<file path="src/rtl/snd_mix4_if.sv">
// ---------------------------------------------------------------------------
// snd_mix4_if -- sample bus of the four-channel mixer.
//
// Carries the sample clock enable, the four signed channels with their 4.4
// unsigned gains, and the mixed result with its clip flag.
//   master : drives cen, ch0..ch3, gain0..gain3; receives mixed, peak
//   slave  : the mixer side (inputs/outputs reversed)
// Parameters W0..W3 and WOUT must match those of the attached snd_mix4.
// ---------------------------------------------------------------------------
interface snd_mix4_if #(
    parameter int W0   = 16,
    parameter int W1   = 16,
    parameter int W2   = 16,
    parameter int W3   = 16,
    parameter int WOUT = 16
);
    logic                   cen;
    logic signed [W0-1:0]   ch0;
    logic signed [W1-1:0]   ch1;
    logic signed [W2-1:0]   ch2;
    logic signed [W3-1:0]   ch3;
    logic [7:0]             gain0;
    logic [7:0]             gain1;
    logic [7:0]             gain2;
    logic [7:0]             gain3;
    logic signed [WOUT-1:0] mixed;
    logic                   peak;

    modport master (
        output cen, ch0, ch1, ch2, ch3, gain0, gain1, gain2, gain3,
        input  mixed, peak
    );

    modport slave (
        input  cen, ch0, ch1, ch2, ch3, gain0, gain1, gain2, gain3,
        output mixed, peak
    );
endinterface

</file>
<file path="src/rtl/snd_mix4.sv">
// ---------------------------------------------------------------------------
// snd_mix4 -- four-channel signed audio mixer with 4.4 per-channel gain.
//
// Two clock-enabled stages:
//   stage 1 : sign-extend each channel, multiply by {1'b0,gain}, register
//             the full-precision products
//   stage 2 : sum with two guard bits, arithmetic shift right by 4,
//             saturate to WOUT bits, register mixed and the clip flag
// Data and gain sampled on cen tick n appear on mixed after tick n+1.
//
// Ports:
//   clk    system clock
//   rst_n  asynchronous active-low reset, clears both stages
//   bus    snd_mix4_if.slave: cen, ch0..ch3, gain0..gain3 in; mixed, peak out
//
// Optional build macro SND_MIX4_PEAK_HOLD_EN: peak is stretched for
// PEAK_HOLD cen ticks after the last clipped sample. Without it, peak is
// the clip flag of the value currently on mixed.
// ---------------------------------------------------------------------------
module snd_mix4 #(
    parameter int W0        = 16,
    parameter int W1        = 16,
    parameter int W2        = 16,
    parameter int W3        = 16,
    parameter int WOUT      = 16,
    parameter int PEAK_HOLD = 1024
) (
    input  logic      clk,
    input  logic      rst_n,
    snd_mix4_if.slave bus
);

    // common channel width, product width, and sum width (guard bits, and
    // at least one bit wider than the output so the saturation compare works)
    localparam int CW01 = (W0 > W1) ? W0 : W1;
    localparam int CW23 = (W2 > W3) ? W2 : W3;
    localparam int CW   = (CW01 > CW23) ? CW01 : CW23;
    localparam int PW   = CW + 9;
    localparam int SW   = (PW + 2 > WOUT + 1) ? PW + 2 : WOUT + 1;

    localparam logic signed [SW-1:0]   SAT_HI_S = {{(SW-WOUT+1){1'b0}}, {(WOUT-1){1'b1}}};
    localparam logic signed [SW-1:0]   SAT_LO_S = {{(SW-WOUT+1){1'b1}}, {(WOUT-1){1'b0}}};
    localparam logic signed [WOUT-1:0] SAT_HI   = {1'b0, {(WOUT-1){1'b1}}};
    localparam logic signed [WOUT-1:0] SAT_LO   = {1'b1, {(WOUT-1){1'b0}}};

    // ---------------- stage 1: multiply ----------------
    logic signed [CW-1:0] ext  [4];
    logic signed [8:0]    gs   [4];
    logic signed [PW-1:0] p_d  [4];
    logic signed [PW-1:0] p_q  [4];

    assign ext[0] = CW'(bus.ch0);
    assign ext[1] = CW'(bus.ch1);
    assign ext[2] = CW'(bus.ch2);
    assign ext[3] = CW'(bus.ch3);

    // zero-extended to 9 bits so a gain of 0x80..0xFF is never negative
    assign gs[0] = $signed({1'b0, bus.gain0});
    assign gs[1] = $signed({1'b0, bus.gain1});
    assign gs[2] = $signed({1'b0, bus.gain2});
    assign gs[3] = $signed({1'b0, bus.gain3});

    always_comb begin
        for (int i = 0; i < 4; i++) begin
            p_d[i] = PW'(ext[i]) * PW'(gs[i]);
        end
    end

    always_ff @(posedge clk or negedge rst_n) begin
        if (!rst_n) begin
            for (int i = 0; i < 4; i++) p_q[i] <= '0;
        end else if (bus.cen) begin
            for (int i = 0; i < 4; i++) p_q[i] <= p_d[i];
        end
    end

    // ---------------- stage 2: sum, scale, saturate ----------------
    logic signed [SW-1:0]   sum_c;
    logic signed [SW-1:0]   scaled_c;
    logic signed [WOUT-1:0] mixed_d, mixed_q;
    logic                   clip_c;
    logic                   peak_d, peak_q;

    always_comb begin
        sum_c    = SW'(p_q[0]) + SW'(p_q[1]) + SW'(p_q[2]) + SW'(p_q[3]);
        // undo the 4 fractional gain bits; >>> floors toward -inf
        scaled_c = sum_c >>> 4;
        clip_c   = 1'b0;
        mixed_d  = scaled_c[WOUT-1:0];
        if (scaled_c > SAT_HI_S) begin
            mixed_d = SAT_HI;
            clip_c  = 1'b1;
        end else if (scaled_c < SAT_LO_S) begin
            mixed_d = SAT_LO;
            clip_c  = 1'b1;
        end
    end

`ifdef SND_MIX4_PEAK_HOLD_EN
    localparam int CNTW = $clog2(PEAK_HOLD + 1);

    logic [CNTW-1:0] cnt_d, cnt_q;

    // a clip reloads the counter, so peak covers the clipped tick plus
    // PEAK_HOLD-1 further ticks after the last clip
    always_comb begin
        cnt_d  = cnt_q;
        peak_d = 1'b0;
        if (clip_c) begin
            cnt_d  = CNTW'(PEAK_HOLD);
            peak_d = 1'b1;
        end else if (cnt_q != '0) begin
            cnt_d  = cnt_q - CNTW'(1);
            peak_d = (cnt_d != '0);
        end
    end

    always_ff @(posedge clk or negedge rst_n) begin
        if (!rst_n)       cnt_q <= '0;
        else if (bus.cen) cnt_q <= cnt_d;
    end
`else
    logic unused_peak_hold;

    assign unused_peak_hold = (PEAK_HOLD != 0);
    assign peak_d           = clip_c;
`endif

    always_ff @(posedge clk or negedge rst_n) begin
        if (!rst_n) begin
            mixed_q <= '0;
            peak_q  <= 1'b0;
        end else if (bus.cen) begin
            mixed_q <= mixed_d;
            peak_q  <= peak_d;
        end
    end

    assign bus.mixed = mixed_q;
    assign bus.peak  = peak_q;

endmodule

</file>
<file path="src/flat_wrapper.sv">
// flat-port wrapper written by rule: the top's interface ports become plain ports
module snd_mix4_flat 
#(
    parameter int W0        = 16,
    parameter int W1        = 16,
    parameter int W2        = 16,
    parameter int W3        = 16,
    parameter int WOUT      = 16,
    parameter int PEAK_HOLD = 1024
)
  (clk, rst_n, bus_cen, bus_ch0, bus_ch1, bus_ch2, bus_ch3, bus_gain0, bus_gain1, bus_gain2, bus_gain3, bus_mixed, bus_peak);
  snd_mix4_if #(.W0(W0), .W1(W1), .W2(W2), .W3(W3), .WOUT(WOUT)) bus_i ();
  input  logic clk;
  input  logic rst_n;
  input wire logic [$bits(bus_i.cen)-1:0] bus_cen;
  input wire logic [$bits(bus_i.ch0)-1:0] bus_ch0;
  input wire logic [$bits(bus_i.ch1)-1:0] bus_ch1;
  input wire logic [$bits(bus_i.ch2)-1:0] bus_ch2;
  input wire logic [$bits(bus_i.ch3)-1:0] bus_ch3;
  input wire logic [$bits(bus_i.gain0)-1:0] bus_gain0;
  input wire logic [$bits(bus_i.gain1)-1:0] bus_gain1;
  input wire logic [$bits(bus_i.gain2)-1:0] bus_gain2;
  input wire logic [$bits(bus_i.gain3)-1:0] bus_gain3;
  output wire logic [$bits(bus_i.mixed)-1:0] bus_mixed;
  output wire logic [$bits(bus_i.peak)-1:0] bus_peak;
  assign bus_i.cen = bus_cen;
  assign bus_i.ch0 = bus_ch0;
  assign bus_i.ch1 = bus_ch1;
  assign bus_i.ch2 = bus_ch2;
  assign bus_i.ch3 = bus_ch3;
  assign bus_i.gain0 = bus_gain0;
  assign bus_i.gain1 = bus_gain1;
  assign bus_i.gain2 = bus_gain2;
  assign bus_i.gain3 = bus_gain3;
  assign bus_mixed = bus_i.mixed;
  assign bus_peak = bus_i.peak;
  snd_mix4 #(.W0(W0), .W1(W1), .W2(W2), .W3(W3), .WOUT(WOUT), .PEAK_HOLD(PEAK_HOLD)) u_core (.clk(clk), .rst_n(rst_n), .bus(bus_i));
endmodule
</file>
<file path="config.mk">
export PLATFORM = sky130hd
export DESIGN_NAME = snd_mix4_flat
export DESIGN_NICKNAME = d
export VERILOG_FILES = /design/src/rtl/snd_mix4_if.sv /design/src/rtl/snd_mix4.sv /design/src/flat_wrapper.sv
export SDC_FILE = /design/constraint.sdc
export NUM_CORES = 2
export LEC_CHECK = 0
export ABC_CLOCK_PERIOD_IN_PS = 4290
export CORE_MARGIN = 2
export CORE_UTILIZATION = 45
export CTS_BUF_LIST = sky130_fd_sc_hd__clkbuf_8 sky130_fd_sc_hd__clkbuf_16
export CTS_CLUSTER_DIAMETER = 60
export DETAILED_ROUTE_END_ITERATION = 12
export SLEW_MARGIN = 20
export SYNTH_ARGS = -nofsm -noshare
export SYNTH_HDL_FRONTEND = slang
export SYNTH_SLANG_ARGS = --single-unit
</file>
<file path="constraint.sdc">
create_clock -name clk -period 4.29 [get_ports clk]
set_input_delay 0.858 -clock clk [delete_from_list [all_inputs] [get_ports clk]]
set_output_delay 0.858 -clock clk [all_outputs]
set_load 0.005 [all_outputs]
</file>
-- Yosys cells after proc, flatten, opt, wreduce, memory -nomap -nowiden
Cells that the tools add are included.
- $lt $le $gt $ge: 2
- add/subtract/negate cells: 3
- multiplexer cells: 4
- multiply operators: 4
- operators with widths (operator ; number):
    16-bit by 9-bit multiplier with 25-bit output ; 4
    16-bit two-way mux ; 2
    26-bit by 25-bit adder with 27-bit output ; 1
    27-bit by 25-bit adder with 27-bit output ; 1
    25-bit by 25-bit adder with 26-bit output ; 1
    23-bit by 16-bit greater-than comparator with 1-bit output, second input constant ; 1
    23-bit by 16-bit less-than comparator with 1-bit output, second input constant ; 1
    1-bit two-way mux ; 2
- bits of input ports: 99
- output and inout port bits: 17
- word-level logic and storage cells: 19
- flip-flop bits (word level): 117

-- Logic depth before layout (Yosys ltp)
- depth in word-level cells: 6
- gate-level depth with buffers: 23
- gate-level depth less buffers: 22

-- Least setup slack after synthesis
No wires, ideal clock.
- kind: input to register
- start point: in bus_gain1[0]
- end point: reg u_core.p_q[73] in the netlist's numbering
- data required time: 4144 ps
- path slack: -1453 ps
- data arrival time: 5597 ps
- stages: 21
- cell sequence: clkbuf_1 -> nand2_1 -> fa_1 -> inv_1 -> fa_1 -> inv_1 -> fa_1 -> inv_1 -> fa_1 -> ha_1 -> a21o_1 -> a21o_1 -> a21oi_1 -> inv_1 -> a31oi_1 -> o21ai_0 -> o41a_1 -> a211o_1 -> a21oi_1 -> xor2_1 -> mux2i_1
- word-level cells in the longest chain between the ends: 1
- ends and longest elaborated chain (element ; line ; RTL):
    start: declaration ; flat_wrapper.sv:21 ; input wire logic [$bits(bus_i.gain1)-1:0] bus_gain1;
    16-bit by 9-bit multiplier with 25-bit output ; snd_mix4.sv:65 ; p_d[i] = PW'(ext[i]) * PW'(gs[i]);
    end: declaration ; snd_mix4.sv:50 ; logic signed [PW-1:0] p_q [4];
No other way between the ends.
A chain may end at the register's enable or synchronous reset.

-- Worst setup path after layout
- start point: in bus_gain1[3]
- end point: reg u_core.p_q[73] in the netlist's numbering
Same word-level chain as after synthesis.

==> summary.md <==
| Metric | Value |
|---|---|
| Final Cycle Share | 1.20 |
| RR Endpoint | u_core.bus.mixed[1]$_DFFE_PN0P_ |
| Number of routed nets with antenna violations | 0 |
| Average size of a mapped cell | 8.97 um2 |
| Clock buffer depth | 2 |
| Sequential share of the synthesized area | 0.118 |
| Num CTS Buffers | 17 |
| Crit start category | input port |
| # IOs | around 120 |
| Slew @ Worst Pin | slightly below 1 ns |
| CP required | between 4 and 5 ns |
| Worst min path class | register to register |
| Crit-path slowest cell | fa_1 |
| Multi-input logic area | 21,000 um2 |
| Outcome | finished with violations |
| Syn Nets | 3,556 |
| Port bufs | around 120 |
| Die Y | 239 um |
| CTS Sinks | ~120 |
| Initial Utilization | 0.454 |
| Hold_buf cts | 0 |
| Yosys warning total | 0 |
| Critical path class | input port to register |
| Hold Path Depth | 2 |
| Share of cells above drive strength 1 | 0.302 |
| Number of remaining DRC errors | 0 |
| TritonCTS clock tree | done |
| Share of flip-flops with an asynchronous set or reset | 1.00 |
| Final Worst Setup Slack | -0.845 ns |
| Row count | 86 |
| First-pass GRT wire length | 106,000 um |
| Final instance area | 33,500 um2 |
| Most common cell after layout, fill and taps aside | inv_1 |
| Vias in the first global route | 22.0k |
| Worst skew pair latency | between 0.4 and 0.5 ns |
| GPL Wtd Cong | 0.847 |
| Synth unique cells | 66 |
| Max Clock Freq | approximately 190 MHz |
| Fin. Hold Viols | 0 |
| Worst-case reg-to-reg path depth | 18 |
| Non-filler cells, final | 4,073 |
| Root buf cell | clkbuf_16 |
| GRT Overall Usage | 0.228 |
| Die width | 239 um |
| Commonest cells after routing, fill and taps aside | 665 x inv_1, 421 x fa_1, 412 x buf_4 |
| #FFs+latches synth | 117 |
| Final setup vio count | 74 |
| Setup TNS | -26.34 ns |
| DP HPWL | 51,300 um |
| Drt wl/cell | 15.5 um |
| First-pass iteration count of the detailed router | 5 |
| Slew Limit Fails | 0 |
| Critical-path cell list | buf_8, buf_6, and2_4, fa_1, fa_1, inv_2, fa_1, inv_1, fa_1, ha_4, a21o_1, a21o_1, a21oi_4, inv_2, a31oi_4, o21ai_2, o41a_1, a211o_1, a21oi_2, xor2_1, mux2i_1 |
| DRT iter0 DRCs | between 800 and 900 |
| Total number of vias | 20.0k |
| Worst-path clk slew | 0.06 ns |
| Critical path depth | 21 |
| CP Launch Point | bus_gain1[3] |
| Crit path max fanout | 4 |
| R2R setup slack | -0.05 ns |
| GRT overflow | 0 |
| Area delta synth->final | 34.4% |
| Drt via density | 4.90 |
| Antenna violations before repair | 0 |
| WP buf/inv | 5 |
| Post-route minimum period | 5.13 ns |
| Total wire length | 63,300 um |
| H-tree depth | 4 |
| Clock Skews | 0.0137 ns |
| Worst hold margin | 0.492 ns |
| Filler cells | roughly 4.6k |
| Syn Inst Count | 2,775 |
| CP endpoint kind | register |
| DP Area | 30,300 um2 |
| Rel. slew slack | 0.345 |
| Reg2reg start | u_core.p_q[27]$_DFFE_PN0P_ |
| RSZ-0062 raised after global routing | true |
| Register area | 2930 um2 |
| Number of synthesized flops with an enable pin | 0 |
| Failing checks | negative setup slack |
| Worst setup path endpoint | u_core.p_q[73]$_DFFE_PN0P_ |
| Most used cell along the critical path | fa_1 |
| Largest net degree at the start of global routing | about 180 |
| Die area | 57,200 um2 |
| Inst Count DP | 3,928 |
| Max-Cap Viols | 0 |
| # nets final | 4,137 |
| Core Region | 54,900 um2 |
| Critical path's largest stage delay | 0.56 ns |
| Main flop type after synthesis | dfrtp_1 |
| ANT cells | 0 |
| CP delay by family, top | adder cells |
| Synthesized area | ~25,000 um2 |
| Critical Path AT | 5.41 ns |
stage by stage:
| stage | setup slack, ns | utilization |
|---|---|---|
| floorplan | -1.15 | - |
| global placement | -1.84 | 0.552 |
| detailed placement | -1.90 | 0.552 |
| CTS | -0.891 | 0.593 |
| global route | -0.977 | 0.610 |
| finish | -0.845 | 0.610 |
flip-flops by register name (all words and copies together) (netlist names):
name / cells
u_core.bus.peak: 1
u_core.p_q: 100
u_core.bus.mixed: 16
layout make-up:
| cell class | instances | area share |
|---|---|---|
| timing repair buffer | 622 | 0.161 |
| clock inverter | 14 | 0.00407 |
| sequential | 117 | 0.0875 |
| inverter | 722 | 0.0810 |
| clock buffer | 18 | 0.0131 |
| tap | 704 | 0.0263 |
| multi-input combinational | 1876 | 0.627 |
what timing repair did:
action | in CTS | in global routing
gates resized for setup | 605 | 213
gates cloned | 10 | 1
endpoints found under the setup margin | 87 | 80
pin swaps | 266 | 193
hold endpoints to repair | 0 | 0
setup buffers | 78 | 39
cells in the mapped netlist (3+ instances only):
| cell type | instances | share of area |
|---|---|---|
| o41ai_1 | 3 | 0.0011 |
| a211oi_1 | 8 | 0.0024 |
| a21oi_1 | 70 | 0.014 |
| dfrtp_1 | 117 | 0.12 |
| nor2_1 | 45 | 0.0068 |
| clkbuf_1 | 51 | 0.0077 |
| nand3_1 | 20 | 0.0040 |
| mux2_2 | 6 | 0.0027 |
| o211ai_1 | 4 | 0.0012 |
| buf_1 | 7 | 0.0011 |
| a21boi_0 | 7 | 0.0021 |
| a211o_1 | 5 | 0.0018 |
| nand2b_1 | 4 | 0.0010 |
| o21ai_2 | 11 | 0.0039 |
| nor2b_1 | 11 | 0.0028 |
| and2_1 | 323 | 0.081 |
| nand4_1 | 5 | 0.0013 |
| nand2_1 | 281 | 0.042 |
| fa_1 | 458 | 0.37 |
| o31ai_1 | 5 | 0.0015 |
| ha_1 | 224 | 0.11 |
| o21ai_0 | 106 | 0.021 |
| or3_1 | 11 | 0.0028 |
| nand3b_1 | 6 | 0.0018 |
| and3_1 | 10 | 0.0025 |
| o21bai_1 | 7 | 0.0021 |
| or2_2 | 6 | 0.0015 |
| xor2_1 | 38 | 0.013 |
| nor3_1 | 26 | 0.0052 |
| a31oi_1 | 11 | 0.0028 |
| a21o_1 | 25 | 0.0075 |
| xnor2_1 | 60 | 0.021 |
| a31o_2 | 3 | 0.0011 |
| inv_1 | 722 | 0.11 |
| o21a_1 | 11 | 0.0033 |
| mux2i_1 | 27 | 0.011 |
worst register-to-register path: stages (launching register included):
cell and delay [ns]:
dfrtp_1 0.34, inv_2 0.05, fa_1 0.54, inv_2 0.04
fa_2 0.46, ha_4 0.29, nand4bb_4 0.13, a2111oi_4 0.41
a211oi_2 0.15, o21a_2 0.24, o2111ai_4 0.22, nand3_4 0.14
a41o_1 0.32, a21o_1 0.18, a22oi_2 0.20, o311ai_4 0.14
buf_6 0.19, clkbuf_16 0.16, o21ai_2 0.06
routing by layer:
metal	share of wire	GRT usage	routed length (um)
met1	0.43	0.296	27500
met2	0.53	0.416	33300
met3	0.023	0.0203	1470
met4	0.016	0.0468	983
met5	0	0	0
worst min path at each step:
stage	start	to	slack, ns
2_1_floorplan	u_core.p_q[45]$_DFFE_PN0P_	u_core.p_q[45]$_DFFE_PN0P_	0.45
3_3_place_gp	u_core.p_q[97]$_DFFE_PN0P_	u_core.p_q[97]$_DFFE_PN0P_	0.48
3_5_place_dp	u_core.p_q[97]$_DFFE_PN0P_	u_core.p_q[97]$_DFFE_PN0P_	0.48
4_1_cts	u_core.p_q[97]$_DFFE_PN0P_	u_core.p_q[97]$_DFFE_PN0P_	0.49
5_1_grt	u_core.p_q[71]$_DFFE_PN0P_	u_core.p_q[71]$_DFFE_PN0P_	0.52
6_report	u_core.p_q[97]$_DFFE_PN0P_	u_core.p_q[97]$_DFFE_PN0P_	0.49
logic make-up (layout without fill, tap and decap cells):
kind of cell	count (synthesis)	count (layout)	share of synthesized area
multiplexers	34	34	0.0140
AO/OA/AOI/OAI	300	300	0.0760
XOR/XNOR	98	98	0.0345
adder cells (fa/ha/maj)	682	682	0.481
AND/OR/NAND/NOR	762	762	0.159
flip-flops	117	117	0.118
buffers and inverters	782	1376	0.118
Power is left out: the tool's default activity adds up to more than one toggle a clock period on the data nets, which glitch-free logic cannot reach.
